[src/rtl/cpu_nx1_arbiter_pkg.sv]
// Shared types for the N-to-1 CPU-bus arbiter: FSM state encoding and the
// latched request record.
package cpu_bus_pkg;

  localparam int ADDR_WIDTH = 32;
  localparam int DATA_WIDTH = 32;

  typedef enum logic [1:0] {
    ARB_IDLE  = 2'd0,
    ARB_ISSUE = 2'd1,
    ARB_WAIT  = 2'd2
  } arb_state_e;

  // Widths here must match the arbiter's ADDR_WIDTH/DATA_WIDTH parameters.
  typedef struct packed {
    logic                  write;
    logic                  read;
    logic [ADDR_WIDTH-1:0] address;
    logic [DATA_WIDTH-1:0] write_data;
  } cpu_req_t;

endpackage

[src/rtl/cpu_nx1_arbiter_if.sv]
// Bundle of the upstream (per-master) and downstream CPU-bus signals around
// the arbiter. 'slave' is the arbiter's view (it serves the masters and
// drives the downstream command); 'master' is the surrounding environment.
interface cpu_nx1_arbiter_if #(
  parameter int MASTER_NO  = 4,
  parameter int ADDR_WIDTH = 32,
  parameter int DATA_WIDTH = 32
);

  logic [MASTER_NO-1:0]                 cpu_s_write;
  logic [MASTER_NO-1:0]                 cpu_s_read;
  logic [MASTER_NO-1:0][ADDR_WIDTH-1:0] cpu_s_address;
  logic [MASTER_NO-1:0][DATA_WIDTH-1:0] cpu_s_write_data;
  logic [MASTER_NO-1:0][DATA_WIDTH-1:0] cpu_s_read_data;
  logic [MASTER_NO-1:0]                 cpu_s_access_ready;
  logic [MASTER_NO-1:0]                 cpu_s_access_complete;

  logic                  cpu_m_write;
  logic                  cpu_m_read;
  logic [ADDR_WIDTH-1:0] cpu_m_address;
  logic [DATA_WIDTH-1:0] cpu_m_write_data;
  logic [DATA_WIDTH-1:0] cpu_m_read_data;
  logic                  cpu_m_access_ready;
  logic                  cpu_m_access_complete;

  modport slave (
    input  cpu_s_write, cpu_s_read, cpu_s_address, cpu_s_write_data,
    output cpu_s_read_data, cpu_s_access_ready, cpu_s_access_complete,
    output cpu_m_write, cpu_m_read, cpu_m_address, cpu_m_write_data,
    input  cpu_m_read_data, cpu_m_access_ready, cpu_m_access_complete
  );

  modport master (
    output cpu_s_write, cpu_s_read, cpu_s_address, cpu_s_write_data,
    input  cpu_s_read_data, cpu_s_access_ready, cpu_s_access_complete,
    input  cpu_m_write, cpu_m_read, cpu_m_address, cpu_m_write_data,
    output cpu_m_read_data, cpu_m_access_ready, cpu_m_access_complete
  );

endinterface

[src/rtl/cpu_nx1_arbiter_picker.sv]
// Combinational round-robin picker: first requesting index at or after ptr,
// wrapping from MASTER_NO-1 back to 0.
module cpu_rr_picker #(
  parameter int MASTER_NO  = 4,
  parameter int MIDX_WIDTH = $clog2(MASTER_NO)
) (
  input  logic [MASTER_NO-1:0]  req,
  input  logic [MIDX_WIDTH-1:0] ptr,
  output logic [MIDX_WIDTH-1:0] grant,
  output logic                  any_req
);

  int                    sum;
  logic [MIDX_WIDTH-1:0] cand;

  // Scan offsets from farthest to nearest so the nearest request to ptr wins.
  always_comb begin
    // NOTE: every variable gets a default before any conditional write, so
    // no path leaves it unassigned and no latch is inferred.
    grant   = ptr;
    any_req = |req;
    sum     = 0;
    cand    = '0;
    for (int off = MASTER_NO - 1; off >= 0; off--) begin
      sum  = int'(ptr) + off;
      cand = MIDX_WIDTH'((sum >= MASTER_NO) ? sum - MASTER_NO : sum);
      if (req[cand]) grant = cand;
    end
  end

endmodule

[src/rtl/cpu_nx1_arbiter.sv]
// N-to-1 CPU-bus arbiter: round-robin grant, one outstanding transaction,
// registered downstream command and registered upstream response.
module cpu_nx1_arbiter #(
  parameter int MASTER_NO  = 4,
  parameter int MIDX_WIDTH = $clog2(MASTER_NO),
  parameter int ADDR_WIDTH = 32,
  parameter int DATA_WIDTH = 32
) (
  input  logic                  clk,
  input  logic                  reset,
  cpu_nx1_arbiter_if.slave      bus,
  output logic                  arb_busy,
  output logic [MIDX_WIDTH-1:0] arb_grant_id
);

  import cpu_bus_pkg::*;

  arb_state_e            state_q, state_d;
  logic [MIDX_WIDTH-1:0] ptr_q, ptr_d;
  logic [MIDX_WIDTH-1:0] grant_q, grant_d;
  cpu_req_t              req_q, req_d;
  logic                  m_write_q, m_write_d;
  logic                  m_read_q, m_read_d;
  logic [MASTER_NO-1:0]  s_ready_q, s_ready_d;
  logic [MASTER_NO-1:0]  s_complete_q, s_complete_d;
  logic [DATA_WIDTH-1:0] rdata_q, rdata_d;

  logic [MIDX_WIDTH-1:0] pick;
  logic                  any_req;
  logic                  done;

  cpu_rr_picker #(
    .MASTER_NO  (MASTER_NO),
    .MIDX_WIDTH (MIDX_WIDTH)
  ) u_picker (
    .req     (bus.cpu_s_write | bus.cpu_s_read),
    .ptr     (ptr_q),
    .grant   (pick),
    .any_req (any_req)
  );

  // Next-state, latch and registered-output computation for the arbiter FSM.
  always_comb begin
    state_d      = state_q;
    ptr_d        = ptr_q;
    grant_d      = grant_q;
    req_d        = req_q;
    m_write_d    = 1'b0;
    m_read_d     = 1'b0;
    s_ready_d    = '0;
    s_complete_d = '0;
    rdata_d      = rdata_q;
    done         = 1'b0;

    unique case (state_q)
      ARB_IDLE: begin
        if (any_req) begin
          grant_d          = pick;
          ptr_d            = (pick == MIDX_WIDTH'(MASTER_NO - 1)) ? '0 : pick + 1'b1;
          // A simultaneous read+write request is treated as a write.
          req_d.write      = bus.cpu_s_write[pick];
          req_d.read       = bus.cpu_s_read[pick] & ~bus.cpu_s_write[pick];
          req_d.address    = bus.cpu_s_address[pick];
          req_d.write_data = bus.cpu_s_write_data[pick];
          m_write_d        = req_d.write;
          m_read_d         = req_d.read;
          s_ready_d[pick]  = 1'b1;
          state_d          = ARB_ISSUE;
        end
      end
      ARB_ISSUE: begin
        if (bus.cpu_m_access_ready) begin
          // Ready together with complete is a zero-wait slave: finish now.
          if (bus.cpu_m_access_complete) done = 1'b1;
          else                           state_d = ARB_WAIT;
        end else begin
          m_write_d = req_q.write;
          m_read_d  = req_q.read;
        end
      end
      ARB_WAIT: done = bus.cpu_m_access_complete;
      default:  state_d = ARB_IDLE;
    endcase

    if (done) begin
      state_d               = ARB_IDLE;
      s_complete_d[grant_q] = 1'b1;
      if (req_q.read) rdata_d = bus.cpu_m_read_data;
    end
  end

  // State and output registers; reset abandons any transaction in flight.
  always_ff @(posedge clk or negedge reset) begin
    if (!reset) begin
      state_q      <= ARB_IDLE;
      ptr_q        <= '0;
      grant_q      <= '0;
      req_q        <= '0;
      m_write_q    <= 1'b0;
      m_read_q     <= 1'b0;
      s_ready_q    <= '0;
      s_complete_q <= '0;
      rdata_q      <= '0;
    end else begin
      // NOTE: non-blocking assignments so every flop samples pre-edge values.
      state_q      <= state_d;
      ptr_q        <= ptr_d;
      grant_q      <= grant_d;
      req_q        <= req_d;
      m_write_q    <= m_write_d;
      m_read_q     <= m_read_d;
      s_ready_q    <= s_ready_d;
      s_complete_q <= s_complete_d;
      rdata_q      <= rdata_d;
    end
  end

  assign bus.cpu_m_write           = m_write_q;
  assign bus.cpu_m_read            = m_read_q;
  assign bus.cpu_m_address         = req_q.address;
  assign bus.cpu_m_write_data      = req_q.write_data;
  assign bus.cpu_s_read_data       = {MASTER_NO{rdata_q}};
  assign bus.cpu_s_access_ready    = s_ready_q;
  assign bus.cpu_s_access_complete = s_complete_q;
  assign arb_busy                  = (state_q != ARB_IDLE);
  assign arb_grant_id              = grant_q;

endmodule

[src/flat_wrapper.sv]
// flat-port wrapper written by rule: the top's interface ports become plain ports
module cpu_nx1_arbiter_flat import cpu_bus_pkg::*;
#(
  parameter int MASTER_NO  = 4,
  parameter int MIDX_WIDTH = $clog2(MASTER_NO),
  parameter int ADDR_WIDTH = 32,
  parameter int DATA_WIDTH = 32
)
  (clk, reset, arb_busy, arb_grant_id, bus_cpu_s_write, bus_cpu_s_read, bus_cpu_s_address, bus_cpu_s_write_data, bus_cpu_s_read_data, bus_cpu_s_access_ready, bus_cpu_s_access_complete, bus_cpu_m_write, bus_cpu_m_read, bus_cpu_m_address, bus_cpu_m_write_data, bus_cpu_m_read_data, bus_cpu_m_access_ready, bus_cpu_m_access_complete);
  cpu_nx1_arbiter_if #(.MASTER_NO(MASTER_NO), .ADDR_WIDTH(ADDR_WIDTH), .DATA_WIDTH(DATA_WIDTH)) bus_i ();
  input  logic clk;
  input  logic reset;
  output logic arb_busy;
  output logic [MIDX_WIDTH-1:0] arb_grant_id;
  input wire logic [$bits(bus_i.cpu_s_write)-1:0] bus_cpu_s_write;
  input wire logic [$bits(bus_i.cpu_s_read)-1:0] bus_cpu_s_read;
  input wire logic [$bits(bus_i.cpu_s_address)-1:0] bus_cpu_s_address;
  input wire logic [$bits(bus_i.cpu_s_write_data)-1:0] bus_cpu_s_write_data;
  output wire logic [$bits(bus_i.cpu_s_read_data)-1:0] bus_cpu_s_read_data;
  output wire logic [$bits(bus_i.cpu_s_access_ready)-1:0] bus_cpu_s_access_ready;
  output wire logic [$bits(bus_i.cpu_s_access_complete)-1:0] bus_cpu_s_access_complete;
  output wire logic [$bits(bus_i.cpu_m_write)-1:0] bus_cpu_m_write;
  output wire logic [$bits(bus_i.cpu_m_read)-1:0] bus_cpu_m_read;
  output wire logic [$bits(bus_i.cpu_m_address)-1:0] bus_cpu_m_address;
  output wire logic [$bits(bus_i.cpu_m_write_data)-1:0] bus_cpu_m_write_data;
  input wire logic [$bits(bus_i.cpu_m_read_data)-1:0] bus_cpu_m_read_data;
  input wire logic [$bits(bus_i.cpu_m_access_ready)-1:0] bus_cpu_m_access_ready;
  input wire logic [$bits(bus_i.cpu_m_access_complete)-1:0] bus_cpu_m_access_complete;
  assign bus_i.cpu_s_write = bus_cpu_s_write;
  assign bus_i.cpu_s_read = bus_cpu_s_read;
  assign bus_i.cpu_s_address = bus_cpu_s_address;
  assign bus_i.cpu_s_write_data = bus_cpu_s_write_data;
  assign bus_cpu_s_read_data = bus_i.cpu_s_read_data;
  assign bus_cpu_s_access_ready = bus_i.cpu_s_access_ready;
  assign bus_cpu_s_access_complete = bus_i.cpu_s_access_complete;
  assign bus_cpu_m_write = bus_i.cpu_m_write;
  assign bus_cpu_m_read = bus_i.cpu_m_read;
  assign bus_cpu_m_address = bus_i.cpu_m_address;
  assign bus_cpu_m_write_data = bus_i.cpu_m_write_data;
  assign bus_i.cpu_m_read_data = bus_cpu_m_read_data;
  assign bus_i.cpu_m_access_ready = bus_cpu_m_access_ready;
  assign bus_i.cpu_m_access_complete = bus_cpu_m_access_complete;
  cpu_nx1_arbiter #(.MASTER_NO(MASTER_NO), .MIDX_WIDTH(MIDX_WIDTH), .ADDR_WIDTH(ADDR_WIDTH), .DATA_WIDTH(DATA_WIDTH)) u_core (.clk(clk), .reset(reset), .bus(bus_i), .arb_busy(arb_busy), .arb_grant_id(arb_grant_id));
endmodule
[config.mk]
export PLATFORM = sky130hd
export DESIGN_NAME = cpu_nx1_arbiter_flat
export DESIGN_NICKNAME = d
export VERILOG_FILES = /design/src/rtl/cpu_nx1_arbiter_pkg.sv /design/src/rtl/cpu_nx1_arbiter_if.sv /design/src/rtl/cpu_nx1_arbiter_picker.sv /design/src/rtl/cpu_nx1_arbiter.sv /design/src/flat_wrapper.sv
export SDC_FILE = /design/constraint.sdc
export NUM_CORES = 1
export LEC_CHECK = 0
export CAP_MARGIN = 20
export CORE_AREA = 2 2 199 201
export CTS_CLUSTER_SIZE = 10
export DETAILED_ROUTE_END_ITERATION = 16
export DIE_AREA = 0 0 201 203
export SLEW_MARGIN = 20
export SYNTH_ARGS = -nofsm -noshare
export SYNTH_HDL_FRONTEND = slang
export SYNTH_SLANG_ARGS = --single-unit
[constraint.sdc]
create_clock -name clk -period 1.9 [get_ports clk]
set_input_delay 0.57 -clock clk [delete_from_list [all_inputs] [get_ports clk]]
set_output_delay 0.57 -clock clk [all_outputs]
set_load 0.02 [all_outputs]
Word-level counts from Yosys, hierarchy flattened. Cells that the tools add are included.

Bits in registers: 114. Bits in latches: 0. RAM bits: 0. Memory bits (read-only): 0. Bits of input ports: 300. Output and inout port bits: 205. Word-level logic and storage cells: 96. Memories: 0.

$add $sub $neg: 8. Multipliers: 0. Div/mod/pow operators: 0. $lt $le $gt $ge: 12. Equality and inequality tests: 7. Shift operators: 0. Multiplexer cells: 46. Bitwise gates (word level): 3. Reductions and logical operators: 8.

Operators with widths (count): binary-select mux 32 bit (select 2 bit) (2); two-way mux 32 bit (2); two-way mux 2 bit (13); less-than comparator 2 x 3 -> 1 bit, second input constant (6); two-way mux 1 bit (14); binary-select mux 1 bit (select 2 bit) (6); two-way mux 4 bit (3); >= comparator 3 bit, second input constant (3); subtractor 2 x 1 -> 2 bit, second input constant (4); adder 2 x 2 -> 3 bit, second input constant (2); != test 3 x 2 -> 1 bit, second input constant (2); case mux 1 bit (2 select lines) (3); case mux 2 bit (3 select lines) (1); demux 1 bit (select 2 bit) (2); equality test 2 bit, second input constant (2); >= comparator 2 x 1 -> 1 bit, second input constant (2); OR 4 bit (1); AND reduction 2 bit (2); AND reduction 4 bit (1); OR reduction 4 bit (1); adder 2 x 1 -> 3 bit, second input constant (1); >= comparator 2 x 3 -> 1 bit, second input constant (1); != test 3 x 1 -> 1 bit, second input constant (1); adder 2 x 1 -> 2 bit, second input constant (1); 7 further kinds (8).

Depth between registers and ports, before layout.
Word-level depth: 15. Mapped depth: 9. Mapped depth without buffers: 8.

Modules after synthesis. A second synthesis with hierarchy kept.

Cells, all modules: 537. Area, all modules: 7465.9 µm².

By module, submodules not included: cpu_nx1_arbiter (times used 1, cells an instance 521, area each 7365.8 µm², seq. area each 2852.7 µm²); cpu_rr_picker (times used 1, cells an instance 16, area each 100.1 µm², seq. area each 0.0 µm²).

Worst setup path before layout. No wires, ideal clock.

Path type: input port to flip-flop. Start point: in bus_cpu_s_read[2]. End point: reg u_core.m_write_q (netlist: u_core.bus.cpu_m_write). Setup time: 0.120 ns. Arrival: 2.100 ns. Data required time: 1.780 ns. Setup slack: -0.320 ns. Stages on the path: 9. Buffers on the path: 2. Cells stage by stage: nor2_1 > o22ai_1 > a221oi_4 > inv_2 > buf_6 > buf_2 > a21oi_1 > o22ai_1 > a31o_1.

Cells in the longest elaborated chain, start to end: 11. Elaborated cells between the ends (all ways): 18. Classes of those cells: mux (16); bitwise (1); reduce/logical (1).

Ends and longest elaborated chain: start, declared (line flat_wrapper.sv:16) `input wire logic [$bits(bus_i.cpu_s_read)-1:0] bus_cpu_s_read;`; OR 4 bit (*) (line cpu_nx1_arbiter.sv:36) `.req (bus.cpu_s_write | bus.cpu_s_read),`; binary-select mux 1 bit (select 2 bit) (line cpu_nx1_arbiter_picker.sv:27) `if (req[cand]) grant = cand;`; two-way mux 1 bit (not written as such) (line cpu_nx1_arbiter_picker.sv:27); two-way mux 2 bit (4 in a row) (line cpu_nx1_arbiter_picker.sv:27); binary-select mux 1 bit (select 2 bit) (line cpu_nx1_arbiter.sv:61) `req_d.write = bus.cpu_s_write[pick];`; two-way mux 1 bit (not written as such) (line cpu_nx1_arbiter.sv:61); two-way mux 1 bit (*) (line cpu_nx1_arbiter.sv:57) `if (any_req) begin`; case mux 1 bit (2 select lines) (*) (line cpu_nx1_arbiter.sv:55) `unique case (state_q)`; net u_core.m_write_d (line cpu_nx1_arbiter.sv:22) `logic m_write_q, m_write_d;`; end signal, assigned (line cpu_nx1_arbiter.sv:110) `m_write_q <= m_write_d;`; end, declared (line cpu_nx1_arbiter.sv:22).

Mark *: on every way through the listed nets, which the timed path passes. The rest lies on a longest branch. The select of a mux whose other input is x is not followed. A chain may end at the register's enable or synchronous reset.

Worst setup path in the final report.
Start point: in bus_cpu_s_read[2]. End point: reg u_core.req_q, in the netlist u_core.bus.cpu_m_address[25].

Cells in the longest elaborated chain, start to end: 9. Elaborated cells between the ends (all ways): 17. Classes of those cells: mux (14); bitwise (1); reduce/logical (2).

Ends and longest elaborated chain: OR 4 bit (*) (line cpu_nx1_arbiter.sv:36); binary-select mux 1 bit (select 2 bit) (line cpu_nx1_arbiter_picker.sv:27); two-way mux 1 bit (not written as such) (line cpu_nx1_arbiter_picker.sv:27); two-way mux 2 bit (4 in a row) (line cpu_nx1_arbiter_picker.sv:27); binary-select mux 32 bit (select 2 bit) (line cpu_nx1_arbiter.sv:63) `req_d.address = bus.cpu_s_address[pick];`; two-way mux 32 bit (not written as such) (line cpu_nx1_arbiter.sv:63); end signal, assigned (line cpu_nx1_arbiter.sv:109) `req_q <= req_d;`; end, declared (line cpu_nx1_arbiter.sv:21) `cpu_req_t req_q, req_d;`.

Every way passes the cells marked *; elsewhere a longest branch is shown, timed or not. The select of a mux whose other input is x is not followed.

==> results.toml <==
[run_status]
outcome = "finished with violations"
violations = "setup timing"

[setup_path]
r2r_end = "u_core.bus.cpu_m_address[25]"
critical_path_arrival_ns = 2.49
reg2reg_from = "u_core.ptr_q[1]"
critPathKind = "primary input to flop"
worstPathRequired_ns = 2.20
reg2regPathDepth = 10
cp_max_fo = 6
crit_path_end_kind = "flop"
worst_setup_path_start_kind = "primary input"
reg2reg_slack_ns = -0.25

[clock_tree]
cts_tree = "built"
cts.sinks = 114
cts-buffers-inserted = 17
htreeDepth = 4
insertion_delay_ns = 0.43
cts-root-buf = "clkbuf_16"
clk_path_buf_depth = 2
path_clk_slew_ns = 0.06

[cells_and_area]
area_growth_syn_to_layout_pct = 95.2
drive_gt1_frac = 0.245
multiInputGateArea_sq_um = 3790
n_antenna_cell = 0
post-route-cell-area_sq_um = 14400
area.sequential_sq_um = 2860
nets = 1622
finalNonFillerCells = 1844
nFillCells = 3916

[die]
initial_utilization = 0.192
dieArea_sq_um = 40800
core.rowCount = 72
ios = 505
dieWidth_um = 201
core_area_sq_um = 38500
die_h_um = 203

[synthesis]
yosysWarnings = 0
yosysUniqueCellTypes = 38
synth_top_area_share = 0.387
synth-edff-count = 0
ys_seq_area_frac = 0.387
netlist_instances = 897
ys.flop_type = "dfrtp_1"
syn-cell-area_sq_um = 7370
synth.area.top_cells = "dfrtp_1, buf_4, nand2_1, a21oi_1, a211o_1"
ys_async_sr_fraction = 1.00
yosys.area.top_type = "dfrtp_1"
synth.most_common_cell = "nand2_1"
ys_ff_latch = 114
synthTopCellsByCount = "nand2_1, buf_4, a21oi_1"
postSynthAreaPerCell_sq_um = 8.22
synth_nets = 1205

[timing]
max_freq_mhz = 457
period_share = 1.15
max_slew_margin = 0.606
setup_tns_ns = -14.33
rsz0062_at_grt = "yes"
finalCriticalPeriod_ns = 2.19
report.final.slew_viol_count = 0
whs_ns = 0.478
worstMarginPinSlew_ns = 0.587
setup_ws_ns = -0.288
setup_violations = 72
hold_viol_final = 0
finalClockSkew_ns = 0.0104

[global_route]
grt_remaining_overflow = 0
globalRouteMet3Util = 0.0400
antenna_found_initial = 1
grt_use_total = 0.164
grt_busiest_layer = "met2"
grt_pass1_vias = 8339
grt_max_degree = 64
grt_pass1_wl_um = 51000
grt_util_met2 = 0.271
met1_usage = 0.207

[drt]
wl_per_cell_um = 19.0
postRouteAntennaNets = 0
first_iter_violations = 518
wl_um = 34900
drtPass1Iterations = 6
drt-vias-per-instance = 4.36
drt_drc_violations_left = 0
vias = 8048

[place]
gp_congestion = 0.882
io_buffer_count = 504
hpwl_um = 23500
place_area_sq_um = 12300
dp_cells = 1760

[worst_hold_path]
whs_path_depth = 1
hold_path.class = "flop to flop"
hold_start = "u_core.bus.cpu_m_write_data[12]"
worst_hold_path.endpoint = "u_core.bus.cpu_m_write_data[12]"

[run]
maxCapViolCount = 0

[pwr]
finalPower_mw = 24.9
cellPowerDensity_nw_per_um2 = 1730
peakVddDrop_v = 0.000713
p_leak_nw = 6.94
## worst max-delay path by stage
stage	from	end	slack (ns)	depth (start not counted)
final	bus_cpu_s_read[2]	u_core.bus.cpu_m_address[25]	-0.29	12
after global routing	bus_cpu_s_read[2]	u_core.bus.cpu_m_address[27]	-0.33	12
after CTS	bus_cpu_s_read[2]	u_core.bus.cpu_m_address[31]	-0.25	12
after detailed placement	bus_cpu_s_read[3]	u_core.bus.cpu_m_write_data[17]	-1.08	10
after global placement	bus_cpu_s_read[1]	u_core.bus.cpu_m_write_data[17]	-1.0	10
after floorplan	bus_cpu_s_read[0]	u_core.bus.cpu_m_write_data[17]	-0.25	9
## state kept, by name, indices dropped and copies added, names as in the netlist
register,cells
u_core.bus.cpu_m_address,32
u_core.bus.cpu_m_write_data,32
u_core.rdata_q,32
u_core.bus.cpu_s_access_complete,4
u_core.bus.cpu_s_access_ready,4
u_core.arb_grant_id,2
u_core.ptr_q,2
u_core.req_q,2
u_core.state_q,2
u_core.bus.cpu_m_read,1
u_core.bus.cpu_m_write,1
## layout make-up
class,count,share of cell area
well taps,518,0.0450
clock inverters,10,0.00921
inverters,8,0.00339
repair inverters,3,0.00417
repair buffers,610,0.444
clock buffers,21,0.0327
multi-input cells,560,0.263
flip-flops and latches,114,0.198
## metal layers
layer  vias up  wire length, um
li1       3706                -
met1      3901            14900
met2       374            17000
met3        65             2090
met4         2              979
met5         -               13
## kinds of logic after synthesis
family / Yosys count / share of synthesized area
and+or+nand+nor: 297 / 0.156
buffers and inverters: 223 / 0.200
AOI/OAI and AO/OA: 222 / 0.193
DFF: 114 / 0.387
muxes: 33 / 0.0502
adders and majority gates: 8 / 0.0136
## where the power goes
group / leakage [nW] / switching [mW] / internal, mW / total (mW)
Clock: 0.291 / 1.22 / 2.15 / 3.37
Combinational: 5.21 / 9.20 / 7.85 / 17.0
Sequential: 1.44 / 0.898 / 3.56 / 4.46
## worst max-delay path, cell delays in order
cell	delay, ns
buf_8	0.10
nor4_4	0.28
o22ai_2	0.12
a221oi_4	0.31
buf_12	0.16
buf_16	0.18
buf_12	0.14
inv_16	0.05
buf_12	0.14
nand2_8	0.06
a21oi_4	0.05
a211o_1	0.30
## cell usage in the layout (no fill, tap or decap), drive strengths merged, types with 2 or more instances in the layout
master and instances:
clkdlybuf4s50 290, nand2 273, dlygate4sd2 204, a21oi 133
dfrtp 114, buf 112, a211o 64, mux2 32
clkbuf 24, inv 11, nor2 10, ha 8
o21ai 7, and2 5, clkinv 4, o22ai 4
bufinv 3, clkinvlp 3, a21o 2, nor4 2
a22o 2, nand3 2, a211oi 2
## through the flow
stage,util,setup slack (ns)
6_report,0.374,-0.288
5_1_grt,0.374,-0.333
4_1_cts,0.367,-0.254
3_5_place_dp,0.320,-1.08
3_3_place_gp,0.320,-0.998
2_1_floorplan,-,-0.246
## timing repair
item | CTS | global route
endpoints found under the setup margin | 280 | 108
pin swaps | 87 | 24
endpoints found under the hold margin | 3 | 0
hold buffers | 1 | 0
gates resized for setup | 468 | 32
buffers inserted | 23 | 8
gates cloned | 20 | 4
Power figures use the tool's default switching activity.
==> patch (same flow settings) <==
`ADDR_WIDTH` is set to 32 in 4 places; all go to 40.
--- a/src/rtl/cpu_nx1_arbiter_pkg.sv
+++ b/src/rtl/cpu_nx1_arbiter_pkg.sv
@@ -4,3 +4,3 @@
 
-  localparam int ADDR_WIDTH = 32;
+  localparam int ADDR_WIDTH = 40;
   localparam int DATA_WIDTH = 32;
--- a/src/rtl/cpu_nx1_arbiter_if.sv
+++ b/src/rtl/cpu_nx1_arbiter_if.sv
@@ -5,3 +5,3 @@
   parameter int MASTER_NO  = 4,
-  parameter int ADDR_WIDTH = 32,
+  parameter int ADDR_WIDTH = 40,
   parameter int DATA_WIDTH = 32
--- a/src/rtl/cpu_nx1_arbiter.sv
+++ b/src/rtl/cpu_nx1_arbiter.sv
@@ -5,3 +5,3 @@
   parameter int MIDX_WIDTH = $clog2(MASTER_NO),
-  parameter int ADDR_WIDTH = 32,
+  parameter int ADDR_WIDTH = 40,
   parameter int DATA_WIDTH = 32
--- a/src/flat_wrapper.sv
+++ b/src/flat_wrapper.sv
@@ -5,3 +5,3 @@
   parameter int MIDX_WIDTH = $clog2(MASTER_NO),
-  parameter int ADDR_WIDTH = 32,
+  parameter int ADDR_WIDTH = 40,
   parameter int DATA_WIDTH = 32
Ports: changed (resized bus_cpu_m_address and bus_cpu_s_address); port bits go from 505 to 545. The function was not compared with the original's and may differ.
==> patch against the unedited design <==
The flow still finishes with violations (setup timing); highest routed layer unchanged; area after synthesis grew 7.6%; clock skew shrank 1.3 ps; power grew 14%; sequential cell count grew 8; critical path type unchanged; largest cell class unchanged; setup slack gained 64 ps; first-iteration DRC count shrank 28%; final area grew 12%; routed wire length grew 20%; combinational power grew 21%.
==> patch: results (changes against the unedited design) <==
- Syn_nets: 1316 (+9.2%)
- Fin Clk Skew: 9.16 ps (-1.28 ps)
- Sw Pwr: 13.5 mW (+20%)
- CP startpoint: bus_cpu_s_read[0]
- Max IR drop VDD: 1.08 mV (+52%)
- Clk_lat worst skew: 440 ps
- Sequential area share after synthesis: 38.5% (-0.22 points)
- Sw Share: 47.5% (+2.0 points)
- Crit path kind: primary input to register
- Share of cells above drive strength 1: 32.8% (+8.3 points)
- Root Driver: clkbuf_16
- PortBufs: 544 (+7.9%)
- Final setup fails: 83 (+15%)
- Max reg flops: 40
- Final worst slack: -224 ps (+63.7 ps)
- Total Negative Setup Slacks: -12400 ps (+1930 ps)
- Total wire length: 42.0 mm (+20%)
- Via Count: 8903 (+11%)
- Synth top area cells: dfrtp_1 38%, buf_4 16%, nand2_1 14%
- Dpl cell area: 13100 um^2 (+6.7%)
- Status: complete, but fails checks
- Clk pwr share: 10.9% (-2.6 points)
- Vias in the first global route: 9271 (+11%)
- Antenna violations before repair: 2 (+1)
- Placed wire-length estimate: 25.7 mm (+9.3%)
- Sequential Power: 4.87 mW (+9.2%)
- Worst reg2reg startpoint: u_core.ptr_q[1]
- Leakage: 7.67 nW (+11%)
- CP Max Fanout: 8 (+2)
- Total track usage: 19.7% (+3.2 points)
- Worst slack, placed: -1040 ps (+41.3 ps)
- Global placement routability congestion: 0.844 (-4.3%)
- Reg-to-reg endpoint: u_core.bus.cpu_m_address[28]
- Maximum clock insertion buffer count: 2 (unchanged)
- Worst slew margin: 62.5% (+1.9 points)
- Initial drt markers: 372 (-28%)
- Number of synthesis warnings: 0 (unchanged)
- Worst-path clk slew: 60 ps (about the same)
- Global-route wire length before repair: 59.3 mm (+16%)
- Reg-to-reg slack, setup: -180 ps (+70 ps)
- CTS Buf Count: 17 (unchanged)
- WP data arrival: 2440 ps (-50 ps)
- Failing checks: setup timing
- Post-synth top cells: 305 x nand2_1, 171 x buf_4, 149 x a21oi_1, 122 x dfrtp_1, 72 x a211o_1
- CTS H-tree lvls: 4 (unchanged)
- Synth cell types: 37 (-2.6%)
- Reg2Reg Depth: 10 (unchanged)
- Largest net degree at the start of global routing: 47 (-27%)
- Async set-or-reset flop fraction in the synthesized netlist: 100% (unchanged)
- Pre-antenna DRT Iters: 5 (-1)
- Hold/Removal Path Class: primary input to asynchronous set/reset pin
- Final Net Count: 1764 (+8.8%)
==> patch: cell count changes after synthesis, moves of 4 or more <==
cell      delta
buf_4       +11
clkbuf_1     +4
a21oi_1     +17
buf_1        -7
buf_2        +8
nand2_1     +32
a211o_1      +8
mux2_1       +4
dfrtp_1      +8
mux2_2       -4
==> patch: worst max-delay path, stage by stage <==
cell and delay [ps]:
buf_8 110, nor4_4 270, o22ai_2 120, a221oi_4 270, buf_4 170, buf_12 160
buf_12 130, inv_16 60, buf_16 160, nand2_2 80, a21oi_2 50, a211o_1 280
==> patch: cells by family after synthesis <==
family,share of synthesized area [%]
AO/OA/AOI/OAI,19.7
buffers and inverters,19.9
flip-flops,38.5
adder cells (fa/ha/maj),1.26
AND/OR/NAND/NOR,16.0
multiplexers,4.67
==> patch: per-stage QoR <==
step / hold slack (ps) / cells
2_1_floorplan: 274 / 976
3_3_place_gp: 468 / 1858
3_5_place_dp: 475 / 1858
4_1_cts: 33.0 / 1958
5_1_grt: 41.2 / 1956
6_report: 41.5 / 1956
==> patch: cell type report <==
type | instances | area (um^2)
Clock inverter | 14 | 116
Fill cell | 3830 | 22300
Tap cell | 518 | 648
Inverter | 8 | 56.3
Clock buffer | 18 | 429
Timing Repair Buffer | 657 | 7170
Sequential cell | 122 | 3070
Multi-Input combinational cell | 616 | 4640
Timing Repair inverter | 2 | 40.0
Antenna cell | 1 | 2.50
==> patch: layer usage <==
metal	GRT usage [%]	vias to the layer above	wire length [um]
met5	0	-	16
met4	6.98	2	1090
met3	5.22	62	2890
met2	35.6	416	21500
met1	22.3	4387	16500
li1	-	4036	-
==> patch: repair_timing <==
action,4_1_cts,5_1_grt
pin swaps,121,45
gates cloned,37,2
hold buffers,0,0
hold endpoints to repair,0,0
buffers inserted,33,4
resized for setup,567,147
setup endpoints to repair,299,125
